`src/rtl/dm_arb_pkg.sv`:
```
`default_nettype none
// ==== dm_arb_pkg : shared state encoding, master ids and read-tag type for dm_arbiter ==== rev 1.0
package dm_arb_pkg;

  typedef enum logic [1:0] {
    IDLE = 2'd0,
    OWN0 = 2'd1,
    OWN1 = 2'd2
  } arb_state_e;

  localparam logic MST0 = 1'b0;
  localparam logic MST1 = 1'b1;

  typedef struct packed {
    logic valid;
    logic owner;
  } rd_tag_t;

endpackage
`default_nettype wire

```
`src/rtl/dm_arb_if.sv`:
```
`default_nettype none
// ==== dm_arb_if : two request ports plus the shared memory issue/return port ==== rev 1.0
interface dm_arb_if;

  logic        m0_req;
  logic        m0_lock;
  logic [31:0] m0_addr;
  logic [31:0] m0_wdata;
  logic [3:0]  m0_byteen;
  logic        m0_gnt;
  logic        m0_rvalid;
  logic [31:0] m0_rdata;

  logic        m1_req;
  logic        m1_lock;
  logic [31:0] m1_addr;
  logic [31:0] m1_wdata;
  logic [3:0]  m1_byteen;
  logic        m1_gnt;
  logic        m1_rvalid;
  logic [31:0] m1_rdata;

  logic        mem_en;
  logic [31:0] mem_addr;
  logic [31:0] mem_wdata;
  logic [3:0]  mem_byteen;
  logic [31:0] mem_rdata;

  // arbiter side
  modport slave (
    input  m0_req, m0_lock, m0_addr, m0_wdata, m0_byteen,
    input  m1_req, m1_lock, m1_addr, m1_wdata, m1_byteen,
    input  mem_rdata,
    output m0_gnt, m0_rvalid, m0_rdata,
    output m1_gnt, m1_rvalid, m1_rdata,
    output mem_en, mem_addr, mem_wdata, mem_byteen
  );

  // requesters and memory model side
  modport master (
    output m0_req, m0_lock, m0_addr, m0_wdata, m0_byteen,
    output m1_req, m1_lock, m1_addr, m1_wdata, m1_byteen,
    output mem_rdata,
    input  m0_gnt, m0_rvalid, m0_rdata,
    input  m1_gnt, m1_rvalid, m1_rdata,
    input  mem_en, mem_addr, mem_wdata, mem_byteen
  );

endinterface
`default_nettype wire

```
`src/rtl/dm_arb_rdtag.sv`:
```
`default_nettype none
// ==== dm_arb_rdtag : RD_LAT-deep {valid, owner} delay line for read returns ==== rev 1.0
module dm_arb_rdtag
  import dm_arb_pkg::*;
#(
  parameter int RD_LAT = 1
) (
  input  logic    clk,
  input  logic    reset,
  input  rd_tag_t tag_in,
  output rd_tag_t tag_out
);

  rd_tag_t pipe [RD_LAT];

  always_ff @(posedge clk or negedge reset) begin
    if (!reset) begin
      for (int i = 0; i < RD_LAT; i++) pipe[i] <= '0;
    end else begin
      pipe[0] <= tag_in;
      for (int i = 1; i < RD_LAT; i++) pipe[i] <= pipe[i-1];
    end
  end

  assign tag_out = pipe[RD_LAT-1];

endmodule
`default_nettype wire

```
`src/rtl/dm_arbiter.sv`:
```
`default_nettype none
// ==== dm_arbiter : two-master DM/TC port arbiter with bus lock and tagged read return ==== rev 1.0
// Define DM_ARB_STATS_EN to add the stat_gnt0/stat_gnt1/stat_stall1 counters.
module dm_arbiter
  import dm_arb_pkg::*;
#(
  parameter int RD_LAT   = 1,
  parameter int MAX_LOCK = 8
) (
  input  logic        clk,
  input  logic        reset,
  dm_arb_if.slave     bus
`ifdef DM_ARB_STATS_EN
  ,
  output logic [31:0] stat_gnt0,
  output logic [31:0] stat_gnt1,
  output logic [31:0] stat_stall1
`endif
);

  localparam int               CNT_W   = $clog2(MAX_LOCK + 1);
  localparam logic [CNT_W-1:0] CNT_MAX = CNT_W'(MAX_LOCK);
  localparam logic [CNT_W-1:0] CNT_ONE = CNT_W'(1);

  arb_state_e       state, state_nxt;
  logic             rr_ptr, rr_nxt;
  logic [CNT_W-1:0] lock_cnt, cnt_nxt;
  logic             gnt_any, gnt_sel;
  logic             own, own_req, own_lock, oth_req;
  logic             gnt0, gnt1;
  rd_tag_t          tag_in, tag_out;

  always_ff @(posedge clk or negedge reset) begin
    if (!reset) begin
      state    <= IDLE;
      rr_ptr   <= MST0;
      lock_cnt <= '0;
    end else begin
      state    <= state_nxt;
      rr_ptr   <= rr_nxt;
      lock_cnt <= cnt_nxt;
    end
  end

  always_comb begin
    state_nxt = state;
    rr_nxt    = rr_ptr;
    cnt_nxt   = lock_cnt;
    gnt_any   = 1'b0;
    gnt_sel   = MST0;
    own       = (state == OWN1);
    own_req   = own ? bus.m1_req  : bus.m0_req;
    own_lock  = own ? bus.m1_lock : bus.m0_lock;
    oth_req   = own ? bus.m0_req  : bus.m1_req;
    case (state)
      OWN0, OWN1: begin
        // Forced hand-over spends one ungranted cycle; the waiter then wins in IDLE.
        if (lock_cnt == CNT_MAX && oth_req) begin
          state_nxt = IDLE;
          rr_nxt    = ~own;
          cnt_nxt   = '0;
        end else if (!own_req) begin
          state_nxt = IDLE;
          cnt_nxt   = '0;
        end else begin
          gnt_any = 1'b1;
          gnt_sel = own;
          if (!own_lock) begin
            state_nxt = IDLE;
            cnt_nxt   = '0;
          end else if (lock_cnt != CNT_MAX) begin
            cnt_nxt = lock_cnt + CNT_ONE;
          end
        end
      end
      default: begin
        if (bus.m0_req && bus.m1_req) begin
          gnt_any = 1'b1;
          gnt_sel = rr_ptr;
          rr_nxt  = ~rr_ptr;
        end else if (bus.m0_req) begin
          gnt_any = 1'b1;
          gnt_sel = MST0;
        end else if (bus.m1_req) begin
          gnt_any = 1'b1;
          gnt_sel = MST1;
        end
        if (gnt_any && (gnt_sel ? bus.m1_lock : bus.m0_lock)) begin
          state_nxt = gnt_sel ? OWN1 : OWN0;
          cnt_nxt   = CNT_ONE;
        end
      end
    endcase
  end

  // Grants are masked during reset so every output reads 0 immediately.
  assign gnt0 = reset & gnt_any & (gnt_sel == MST0);
  assign gnt1 = reset & gnt_any & (gnt_sel == MST1);

  assign bus.m0_gnt     = gnt0;
  assign bus.m1_gnt     = gnt1;
  assign bus.mem_en     = gnt0 | gnt1;
  assign bus.mem_addr   = gnt0 ? bus.m0_addr   : (gnt1 ? bus.m1_addr   : 32'h0);
  assign bus.mem_wdata  = gnt0 ? bus.m0_wdata  : (gnt1 ? bus.m1_wdata  : 32'h0);
  assign bus.mem_byteen = gnt0 ? bus.m0_byteen : (gnt1 ? bus.m1_byteen : 4'h0);

  assign tag_in.valid = (gnt0 && bus.m0_byteen == 4'h0) || (gnt1 && bus.m1_byteen == 4'h0);
  assign tag_in.owner = gnt1 ? MST1 : MST0;

  dm_arb_rdtag #(
    .RD_LAT (RD_LAT)
  ) u_rdtag (
    .clk     (clk),
    .reset   (reset),
    .tag_in  (tag_in),
    .tag_out (tag_out)
  );

  assign bus.m0_rvalid = tag_out.valid && (tag_out.owner == MST0);
  assign bus.m1_rvalid = tag_out.valid && (tag_out.owner == MST1);
  assign bus.m0_rdata  = bus.m0_rvalid ? bus.mem_rdata : 32'h0;
  assign bus.m1_rdata  = bus.m1_rvalid ? bus.mem_rdata : 32'h0;

`ifdef DM_ARB_STATS_EN
  always_ff @(posedge clk or negedge reset) begin
    if (!reset) begin
      stat_gnt0   <= '0;
      stat_gnt1   <= '0;
      stat_stall1 <= '0;
    end else begin
      stat_gnt0   <= stat_gnt0 + 32'(gnt0);
      stat_gnt1   <= stat_gnt1 + 32'(gnt1);
      stat_stall1 <= stat_stall1 + 32'(bus.m1_req & ~gnt1);
    end
  end
`endif

endmodule
`default_nettype wire

```
`src/flat_wrapper.sv`:
```
// flat-port wrapper written by rule: the top's interface ports become plain ports
module dm_arbiter_flat import dm_arb_pkg::*;
#(
  parameter int RD_LAT   = 1,
  parameter int MAX_LOCK = 8
)
  (clk, reset, bus_m0_req, bus_m0_lock, bus_m0_addr, bus_m0_wdata, bus_m0_byteen, bus_m1_req, bus_m1_lock, bus_m1_addr, bus_m1_wdata, bus_m1_byteen, bus_mem_rdata, bus_m0_gnt, bus_m0_rvalid, bus_m0_rdata, bus_m1_gnt, bus_m1_rvalid, bus_m1_rdata, bus_mem_en, bus_mem_addr, bus_mem_wdata, bus_mem_byteen);
  dm_arb_if bus_i ();
  input  logic clk;
  input  logic reset;
  input wire logic [$bits(bus_i.m0_req)-1:0] bus_m0_req;
  input wire logic [$bits(bus_i.m0_lock)-1:0] bus_m0_lock;
  input wire logic [$bits(bus_i.m0_addr)-1:0] bus_m0_addr;
  input wire logic [$bits(bus_i.m0_wdata)-1:0] bus_m0_wdata;
  input wire logic [$bits(bus_i.m0_byteen)-1:0] bus_m0_byteen;
  input wire logic [$bits(bus_i.m1_req)-1:0] bus_m1_req;
  input wire logic [$bits(bus_i.m1_lock)-1:0] bus_m1_lock;
  input wire logic [$bits(bus_i.m1_addr)-1:0] bus_m1_addr;
  input wire logic [$bits(bus_i.m1_wdata)-1:0] bus_m1_wdata;
  input wire logic [$bits(bus_i.m1_byteen)-1:0] bus_m1_byteen;
  input wire logic [$bits(bus_i.mem_rdata)-1:0] bus_mem_rdata;
  output wire logic [$bits(bus_i.m0_gnt)-1:0] bus_m0_gnt;
  output wire logic [$bits(bus_i.m0_rvalid)-1:0] bus_m0_rvalid;
  output wire logic [$bits(bus_i.m0_rdata)-1:0] bus_m0_rdata;
  output wire logic [$bits(bus_i.m1_gnt)-1:0] bus_m1_gnt;
  output wire logic [$bits(bus_i.m1_rvalid)-1:0] bus_m1_rvalid;
  output wire logic [$bits(bus_i.m1_rdata)-1:0] bus_m1_rdata;
  output wire logic [$bits(bus_i.mem_en)-1:0] bus_mem_en;
  output wire logic [$bits(bus_i.mem_addr)-1:0] bus_mem_addr;
  output wire logic [$bits(bus_i.mem_wdata)-1:0] bus_mem_wdata;
  output wire logic [$bits(bus_i.mem_byteen)-1:0] bus_mem_byteen;
  assign bus_i.m0_req = bus_m0_req;
  assign bus_i.m0_lock = bus_m0_lock;
  assign bus_i.m0_addr = bus_m0_addr;
  assign bus_i.m0_wdata = bus_m0_wdata;
  assign bus_i.m0_byteen = bus_m0_byteen;
  assign bus_i.m1_req = bus_m1_req;
  assign bus_i.m1_lock = bus_m1_lock;
  assign bus_i.m1_addr = bus_m1_addr;
  assign bus_i.m1_wdata = bus_m1_wdata;
  assign bus_i.m1_byteen = bus_m1_byteen;
  assign bus_i.mem_rdata = bus_mem_rdata;
  assign bus_m0_gnt = bus_i.m0_gnt;
  assign bus_m0_rvalid = bus_i.m0_rvalid;
  assign bus_m0_rdata = bus_i.m0_rdata;
  assign bus_m1_gnt = bus_i.m1_gnt;
  assign bus_m1_rvalid = bus_i.m1_rvalid;
  assign bus_m1_rdata = bus_i.m1_rdata;
  assign bus_mem_en = bus_i.mem_en;
  assign bus_mem_addr = bus_i.mem_addr;
  assign bus_mem_wdata = bus_i.mem_wdata;
  assign bus_mem_byteen = bus_i.mem_byteen;
  dm_arbiter #(.RD_LAT(RD_LAT), .MAX_LOCK(MAX_LOCK)) u_core (.clk(clk), .reset(reset), .bus(bus_i));
endmodule
```
`config.mk`:
```
export PLATFORM = sky130hd
export DESIGN_NAME = dm_arbiter_flat
export DESIGN_NICKNAME = d
export VERILOG_FILES = /design/src/rtl/dm_arb_pkg.sv /design/src/rtl/dm_arb_if.sv /design/src/rtl/dm_arb_rdtag.sv /design/src/rtl/dm_arbiter.sv /design/src/flat_wrapper.sv
export SDC_FILE = /design/constraint.sdc
export NUM_CORES = 1
export LEC_CHECK = 0
export ABC_AREA = 1
export CAP_MARGIN = 20
export CORE_AREA = 2 2 121 123
export CTS_BUF_LIST = sky130_fd_sc_hd__clkbuf_2 sky130_fd_sc_hd__clkbuf_4 sky130_fd_sc_hd__clkbuf_8
export DETAILED_ROUTE_END_ITERATION = 12
export DIE_AREA = 0 0 123 125
export GPL_TIMING_DRIVEN = 0
export SYNTH_ARGS = -nofsm -noshare
export SYNTH_HDL_FRONTEND = slang
export SYNTH_HIERARCHICAL = 1
export SYNTH_SLANG_ARGS = --single-unit
```
`constraint.sdc`:
```
create_clock -name clk -period 2.3 [get_ports clk]
set_input_delay 0.46 -clock clk [delete_from_list [all_inputs] [get_ports clk]]
set_output_delay 0.46 -clock clk [all_outputs]
set_load 0.01 [all_outputs]
```
### After elaboration in Yosys (flattened, before gate mapping)

Index checks and enable logic that the tools add are counted.

* output and inout bits: 137
* bits of input ports: 174
* flip-flop bits (word level): 9

* reductions and logical operators: 16
* muxes and demuxes: 41
* bitwise operators: 8
* add/sub/neg operators: 1
* eq/ne operators: 7

Operators with widths (count)
* $mux W32: 6
* $mux W4: 8
* $mux W1: 21
* $mux W2: 6
* $logic_not A4 Y1: 2
* $ne A4 B4 Y1 const B: 2
* $logic_and A1 B1 Y1: 7
* $reduce_and A2 Y1: 3
* $ne A5 B5 Y1 const B: 1
* $add A4 B1 Y4 const B: 1
* $eq A4 B4 Y1 const B: 1
* $not A1 Y1: 4
* $reduce_bool A2 Y1: 2
* $and A1 B1 Y1: 3
* $eq A2 B1 Y1 const B: 1
* $eq A2 B2 Y1 const B: 1
* $ne A2 B1 Y1 const B: 1
* $reduce_or A2 Y1: 1
* $logic_or A1 B1 Y1: 1
* $or A1 B1 Y1: 1

### Logic depth before layout (Yosys ltp)

Gate-level depths: netlist (run 1).

* depth in word-level cells: 9
* depth in mapped cells: 12
* depth with buffers taken out: 12

### By module

The synthesis (run 1) kept the hierarchy.

Modules (own cells, without submodules)
* dm_arbiter: cells an instance 458, instances 1, area an instance 2432.3 sq um
* dm_arb_rdtag: cells an instance 2, instances 1, area an instance 50.0 sq um

### Worst setup path before layout (run 1)

No wires, ideal clock.

* kind: reg2out
* start: register u_core.state[0]
* end: output bus_mem_addr[25]
* stages on the path, launching flop included: 11
* arrival time: 1.546 ns
* buffers on the path: 3
* required time: 1.840 ns
* path slack: 0.294 ns
* cell sequence: dfrtp_1 > inv_1 > ha_1 > buf_2 > inv_2 > nand3_2 > nand2_2 > buf_8 > buf_4 > nand4_1 > nand2_1

* word-level cells in the longest chain between the ends: 9

RTL lines
* from (decl): RTL line dm_arbiter.sv:25 `arb_state_e state, state_nxt;`
* from (signal assigned): RTL line dm_arbiter.sv:39 `state <= state_nxt;`
* $eq A2 B2 Y1: RTL line dm_arbiter.sv:51, dm_arbiter.sv:55
* $mux W1, on equally long branches: RTL line dm_arbiter.sv:52, dm_arbiter.sv:54
* $mux W1 / $logic_and A1 B1 Y1 (equally long branches): RTL line dm_arbiter.sv:62, dm_arbiter.sv:58
* $mux W1: RTL line dm_arbiter.sv:58 `if (lock_cnt == CNT_MAX && oth_req) begin`
* $mux W1: RTL line dm_arbiter.sv:55 `case (state)`
* $and A1 B1 Y1: RTL line dm_arbiter.sv:97, dm_arbiter.sv:98
* $and A1 B1 Y1: RTL line dm_arbiter.sv:98 `assign gnt1 = reset & gnt_any & (gnt_sel == MST1);`
* $mux W32: RTL line dm_arbiter.sv:103 `assign bus.mem_addr = gnt0 ? bus.m0_addr : (gnt1 ? bus.m1_addr : 32'h0);`
* $mux W32 *: RTL line dm_arbiter.sv:103
* to (decl): RTL line flat_wrapper.sv:29 `output wire logic [$bits(bus_i.mem_addr)-1:0] bus_mem_addr;`

Every way passes the cells marked *; elsewhere a longest branch is shown, timed or not.

### Worst setup path after layout (run 1)

* start: register u_core.state[0]
* end: output bus_mem_addr[28]

Same word-level chain as after synthesis.

==> results.py, run 1 <==
metrics = {
    "worst_setup_path": {
        "r2r_cells": 14,
        "cp.arrival_ns": 2.09,
        "crit_chain": "inv_2 > ha_4 > inv_2 > nand2_2 > nand2_2 > nand2_4 > buf_6 > nand3_4 > nand2_4 > buf_12 > buf_8 > buf_6 > nand4_1 > nand2_1 > buf_2",
        "path_class": "reg -> out",
        "cp_slowest_cell": "dfrtp_1",
        "timing.rr.end": "u_core/lock_cnt[0]",
        "cpPeakStageDelay_ns": 0.39,
        "worstReg2RegStart": "u_core/lock_cnt[0]",
        "crit_family": "buffers and inverters",
        "crit_buf_inv": 7,
        "reg2reg_slack_ns": 0.16,
        "cp_data_required_time_ns": 1.84,
        "path_max_fanout": 6,
        "setup.worst_path.end_class": "output port",
        "startpoint_type": "flip-flop",
    },
    "routing": {
        "ant_nets": 0,
        "routed.top_layer": "met4",
        "met1Wirelength_mm": 6.81,
        "routed-wl-met3_mm": 1.65,
        "vias_per_cell": 4.75,
        "wl_per_cell_um": 17.4,
        "num_vias": 4839,
        "drt-pass1-iter-count": 5,
        "wirelength_mm": 17.7,
        "drc": 0,
        "drt-initial-drc-count": 225,
        "wl_met2_mm": 8.78,
    },
    "power_and_ir_drop": {
        "p_per_area_mw_per_mm2": 1050,
        "peakVddDrop_uv": 523,
        "pwr-share-comb": 0.937,
        "switching_share": 0.443,
        "p_int_uw": 4020,
        "power_uw": 7220,
        "cellLeakagePower_uw": 0.00337,
        "power_switching_uw": 3200,
        "p_seq_frac": 0.034,
        "p_clk_frac": 0.029,
    },
    "logic_synthesis": {
        "syn_inst": 460,
        "ys_ff_latch": 9,
        "ys_seq_area_frac": 0.0907,
        "syn_avg_cell_area_um2": 5.40,
        "yosys.cell_types.count": 23,
        "netlist_area_mm2": 0.00248,
        "syn_nets": 638,
        "ys.warnings.count": 6,
    },
    "timing": {
        "setup_violations": 70,
        "finalCritPeriodShare": 1.11,
        "report.final.hold_viol_count": 0,
        "max_freq_ghz": 0.392,
        "fin_skew_ns": 0.00608,
        "period_minus_slack_ns": 2.55,
        "relSlewSlack": 0.624,
        "rsz0062_at_grt": "true",
        "worstMarginPinSlew_ns": 0.564,
        "slew_viol_final": 0,
        "worst_slack_ns": -0.253,
    },
    "cells_and_area": {
        "nets": 1011,
        "area_delta_synth_final_pct": 176,
        "layout-drive-gt1-share": 0.255,
        "layoutNonFillerInstCount": 1018,
        "num-fill-cells": 1450,
    },
    "global_routing": {
        "grt_use_total": 0.207,
        "grt_pass1_vias": 4459,
        "grt_pass1_wl_mm": 25.0,
        "antenna_found_initial": 2,
        "grt-ovfl-total": 0,
        "grt_max_degree": 14,
    },
    "job": {
        "drv_cap": 0,
    },
    "floorplan": {
        "die-area_mm2": 0.0154,
        "rows": 44,
        "die_y_um": 125,
        "initial_core_util": 0.175,
        "die_w_um": 123,
        "io_pins": 311,
        "core_region_area_mm2": 0.0142,
    },
    "clock_tree": {
        "cts_sinks": 9,
        "ctsHoldBuffers": 0,
        "path_clk_slew_ns": 0.05,
        "tritoncts": "built",
        "cts-root-buf": "clkbuf_8",
        "clock_path_buffers": 2,
        "numCtsBuffers": 3,
        "clock_latency_ns": 0.24,
        "ctsHtreeMaxLevel": 1,
    },
    "worst_hold_path": {
        "min_path_type": "in -> async",
    },
    "placement": {
        "io_buffers": 310,
        "dp_hpwl_mm": 13.1,
        "place.gp.congestion": 0.873,
        "dpl.cell_count": 954,
    },
    "status": {
        "violations": "negative setup slack",
        "status": "complete, but fails checks",
    },
}
==> synth_stat cells <==
master	n	area, µm²
nor3_1	1	5.00
nand3_2	1	10.0
nor4_1	2	12.5
o21ai_0	9	45.0
buf_2	20	100
nand2_1	105	394
nor2_1	73	274
buf_4	4	30.0
nand3b_1	2	15.0
ha_1	4	50.1
xor2_1	1	8.76
nand2_2	3	18.8
inv_1	46	173
clkbuf_1	17	63.8
buf_1	1	3.75
nand3_1	7	35.0
inv_2	3	11.3
dfrtp_1	9	225
buf_8	1	15.0
o21ai_4	1	16.3
nand4_1	140	876
buf_6	8	90.1
a21oi_1	2	10.0
==> cells by family (layout without fill, tap and decap cells) <==
group | Yosys count | in the layout | synth area share
fa+ha+maj | 4 | 4 | 0.0202
compound gates | 12 | 12 | 0.0287
other cells | 0 | 2 | 0
buf+inv | 100 | 472 | 0.196
xor+xnor | 1 | 1 | 0.00353
simple gates | 334 | 334 | 0.661
flops | 9 | 9 | 0.0907
==> flip-flops by register name (all words and copies together) (netlist names) <==
signal and flops:
u_core/lock_cnt 4, u_core/rr_ptr 1, u_core/u_rdtag/tag_out 2, u_core/state 2
==> area by class of cell <==
type	count	area, µm²	area share
Timing Repair Buffer	369	3730	0.544
Inverter	49	191	0.0280
Buffer	50	517	0.0754
Antenna cell	2	5.00	0.000731
Sequential cell	9	226	0.0331
Clock buffer	4	48.8	0.00712
Multi-Input combinational cell	351	1900	0.278
Tap cell	184	230	0.0336
==> worst register-to-register path, stage by stage (launching register included) <==
cell	delay [ns]
dfrtp_1	0.36
inv_2	0.06
ha_4	0.16
nand2_4	0.07
nor2_4	0.04
buf_4	0.14
buf_4	0.12
buf_4	0.12
buf_4	0.12
buf_4	0.11
buf_4	0.13
nand3_1	0.09
nor2_1	0.08
nor2_1	0.26
o21ai_0	0.14
==> power by group through the flow <==
stage / logic (µW) / clock network (µW) / registers, µW
6_report: 6760 / 209 / 244
5_1_grt: 7150 / 217 / 248
4_1_cts: 5920 / 209 / 243
3_5_place_dp: 4270 / 0 / 244
3_3_place_gp: 4300 / 0 / 241
2_1_floorplan: 2300 / 0 / 235
==> metrics by stage <==
stage | TNS (ns) | hold slack (ns) | util | worst slack, ns | instance area [µm²]
3_3_place_gp | -85.89 | 0.476 | 0.409 | -1.30 | 5820
5_1_grt | -19.03 | 0.232 | 0.482 | -0.356 | 6850
6_report | -12.08 | 0.212 | 0.482 | -0.253 | 6850
2_1_floorplan | 0 | 0.164 | - | 0.294 | 2480
4_1_cts | -11.20 | 0.218 | 0.457 | -0.243 | 6490
3_5_place_dp | -86.22 | 0.479 | 0.409 | -1.30 | 5820
==> worst max-delay path by stage <==
stage,from,slack (ns),end,cells after the start
floorplan,u_core/state[0],0.29,bus_mem_addr[25],10
global placement,reset,-1.30,bus_mem_byteen[2],6
detailed placement,reset,-1.30,bus_mem_byteen[2],6
CTS,u_core/state[1],-0.24,bus_mem_addr[28],14
global route,u_core/state[0],-0.36,bus_mem_addr[28],15
finish,u_core/state[0],-0.25,bus_mem_addr[28],15
==> layout by cell type (no fill, tap or decap), types with 2 or more instances in the layout <==
cell             instances
ha_4                     3
nor4_1                   2
buf_16                   3
o21ai_0                  8
nand3_1                  6
clkbuf_2                11
nand4_1                140
nand2_1                 95
inv_2                    6
buf_4                   29
buf_8                   18
clkbuf_1                 4
nand3_4                  2
nor2_1                  70
nand3b_1                 2
buf_2                   54
clkbuf_16               11
dfrtp_1                  8
nand2_4                  6
nor2_4                   2
inv_1                   42
clkbuf_8                 3
buf_6                   40
buf_12                   9
nand2_2                  7
dlygate4sd2_1            2
clkdlybuf4s50_1        235
diode_2                  2
==> per-layer routing <==
metal	vias to the layer above	track usage
li1	2362	-
met1	2193	0.247
met2	254	0.373
met3	30	0.0484
met4	0	0.0428
met5	-	0
==> timing repair <==
item / CTS / global route
setup endpoints to repair: 86 / 109
pin swaps: 42 / 78
cloned: 7 / 11
gates resized for setup: 398 / 53
buffers inserted: 29 / 15
No activity file was read; power rests on OpenSTA's default activity.
==> run 2, diff against run 1 <==
- CTS_CLUSTER_SIZE: not set -> 10
- TNS_END_PERCENT: not set -> 20
==> run 2 against run 1 <==
- global-route usage down 0.55 points
- cell count decreased by 2.5%
- hold slack better by 0.0027 ns
- register-to-register slack gained 0.04 ns
- setup slack better by 0.0091 ns
- routed wire length down 3.1%
- largest power group unchanged
- die area is the same
- utilization is 2.6 points lower
- critical path depth shrank 2
- fmax increased by 0.36%
- the run still ends with negative setup slack left
- sequential share of layout area increased by 0.18 points
==> results.py, run 2 (synthesis gave the netlist of run 1 again) <==
metrics = {
    "status": {
        "status": "complete, but fails checks",
        "violations": "negative setup slack",
    },
    "job": {
        "drv_cap": 0,
    },
    "worst_setup_path": {
        "path_max_fanout": 10,
        "reg2reg_slack_ns": 0.20,
        "cpPeakStageDelay_ns": 0.39,
        "r2r_cells": 15,
        "startpoint_type": "flip-flop",
        "setup.worst_path.end_class": "output port",
        "worstReg2RegStart": "u_core/lock_cnt[0]",
        "crit_chain": "inv_2 > ha_4 > inv_2 > nand2_2 > nand2_2 > nand2_4 > nand3_4 > nand2_8 > clkbuf_16 > buf_8 > nand4_1 > nand2_1 > clkdlybuf4s15_2",
        "cp.arrival_ns": 2.08,
        "cp_slowest_cell": "dfrtp_1",
        "timing.rr.end": "u_core/lock_cnt[0]",
        "path_class": "reg -> out",
        "cp_data_required_time_ns": 1.84,
    },
    "floorplan": {
        "core_region_area_mm2": 0.0142,
        "die-area_mm2": 0.0154,
        "initial_core_util": 0.175,
        "die_y_um": 125,
        "die_w_um": 123,
        "rows": 44,
        "io_pins": 311,
    },
    "power_and_ir_drop": {
        "p_seq_frac": 0.039,
        "switching_share": 0.473,
        "pwr-share-comb": 0.927,
        "p_per_area_mw_per_mm2": 964,
        "power_switching_uw": 2950,
        "peakVddDrop_uv": 542,
        "p_int_uw": 3300,
        "p_clk_frac": 0.033,
        "cellLeakagePower_uw": 0.00314,
    },
    "cells_and_area": {
        "utilization": 0.457,
        "top_register": "u_core/lock_cnt",
        "num-fill-cells": 1502,
        "area_delta_synth_final_pct": 161,
        "largest_reg_flops": 4,
        "layout-drive-gt1-share": 0.229,
        "multi_input_area_mm2": 0.00190,
        "final_cell_mix": "clkdlybuf4s50_1 (235), nand4_1 (140), nand2_1 (96), nor2_1 (70), buf_2 (44)",
        "nets": 986,
        "seqCellArea_um2": 226,
        "final_common_cell": "clkdlybuf4s50_1",
    },
    "clock_tree": {
        "cts-root-buf": "clkbuf_8",
        "clock_latency_ns": 0.24,
        "cts_sinks": 9,
        "clock_path_buffers": 2,
        "path_clk_slew_ns": 0.05,
        "numCtsBuffers": 3,
        "ctsHtreeMaxLevel": 1,
        "tritoncts": "built",
    },
    "routing": {
        "vias_per_cell": 4.69,
        "wirelength_mm": 17.2,
        "drt-initial-drc-count": 232,
        "drt-pass1-iter-count": 5,
        "wl_per_cell_um": 17.3,
        "num_vias": 4659,
        "ant_nets": 0,
        "drc": 0,
    },
    "timing": {
        "slew_viol_final": 0,
        "period_minus_slack_ns": 2.54,
        "finalCritPeriodShare": 1.11,
        "worst_slack_ns": -0.244,
        "report.final.hold_viol_count": 0,
        "relSlewSlack": 0.633,
        "fin_skew_ns": 0.00417,
        "worstMarginPinSlew_ns": 0.550,
        "rsz0062_at_grt": "true",
        "max_freq_ghz": 0.393,
        "setup_violations": 71,
        "hold_slack_ns": 0.215,
    },
    "global_routing": {
        "grt_use_total": 0.201,
        "antenna_found_initial": 2,
        "top_usage_layer": "met2",
        "grt_pass1_vias": 4372,
        "grtUsageMet1": 0.237,
        "met3_usage": 0.0502,
        "met2_usage": 0.369,
        "grt-ovfl-total": 0,
        "grt_max_degree": 14,
        "grt_pass1_wl_mm": 24.4,
    },
    "placement": {
        "dp_hpwl_mm": 13.1,
        "place.gp.congestion": 0.873,
        "io_buffers": 310,
    },
    "worst_hold_path": {
        "min_path_type": "in -> async",
    },
}
[run 2: cell count changes in the layout (fill, tap and decap cells not counted), sizes merged]
cell | previous run | this run
bufbuf | 1 | 2
clkdlybuf4s15 | 1 | 14
clkbuf | 30 | 25
buf | 153 | 119
[run 2: final cells by class]
cell class,instances,area share
timing repair buffer,344,0.520
multi-input combinational,351,0.293
buffer,50,0.0787
tap,184,0.0355
sequential,9,0.0349
inverter,49,0.0295
clock buffer,4,0.00752
antenna,2,0.000772
[run 2: how the worst max path moves through the flow]
stage	cells after the start	endpoint	start	slack (ns)
finish	13	bus_mem_addr[13]	u_core/state[0]	-0.24
global route	14	bus_mem_byteen[3]	u_core/state[0]	-0.35
CTS	11	bus_mem_wdata[5]	u_core/state[0]	-0.32
detailed placement	6	bus_mem_byteen[2]	reset	-1.30
global placement	6	bus_mem_byteen[2]	reset	-1.30
floorplan	10	bus_mem_addr[25]	u_core/state[0]	0.29
[run 2: metal layers]
layer,up-vias,share of wire
li1,2307,-
met1,2103,0.39
met2,229,0.50
met3,20,0.091
met4,0,0.016
met5,-,0
[run 2: worst max-delay path: cells and delay by family, from the launching register on]
kind / cells / cell delay (ns)
flops: 1 / 0.39
fa+ha+maj: 1 / 0.16
simple gates: 7 / 0.59
buf+inv: 5 / 0.69
[run 2: power groups by stage]
stage               clock network, µW  registers [µW]  logic [µW]
floorplan                           0             235        2300
global placement                    0             241        4300
detailed placement                  0             244        4270
CTS                               209             239        5140
global route                      217             250        6170
finish                            208             246        5800
[run 2: repair_timing]
action,4_1_cts,5_1_grt
pin swaps,13,59
gates cloned,3,5
setup endpoints to repair,86,108
buffers inserted,22,4
resized for setup,279,138
hold buffers,0,0
[run 2: through the flow]
stage                     power (µW)  std cells  instance area, µm²  setup slack (ns)  TNS (ns)
after floorplan                 2530        460                2480             0.294         0
after global placement          4540        954                5820             -1.30    -85.89
after detailed placement        4510        954                5820             -1.30    -86.22
after CTS                       5590        983                6390            -0.321    -18.66
after global routing            6630        992                6480            -0.352    -17.15
final                           6250        993                6490            -0.244    -10.13
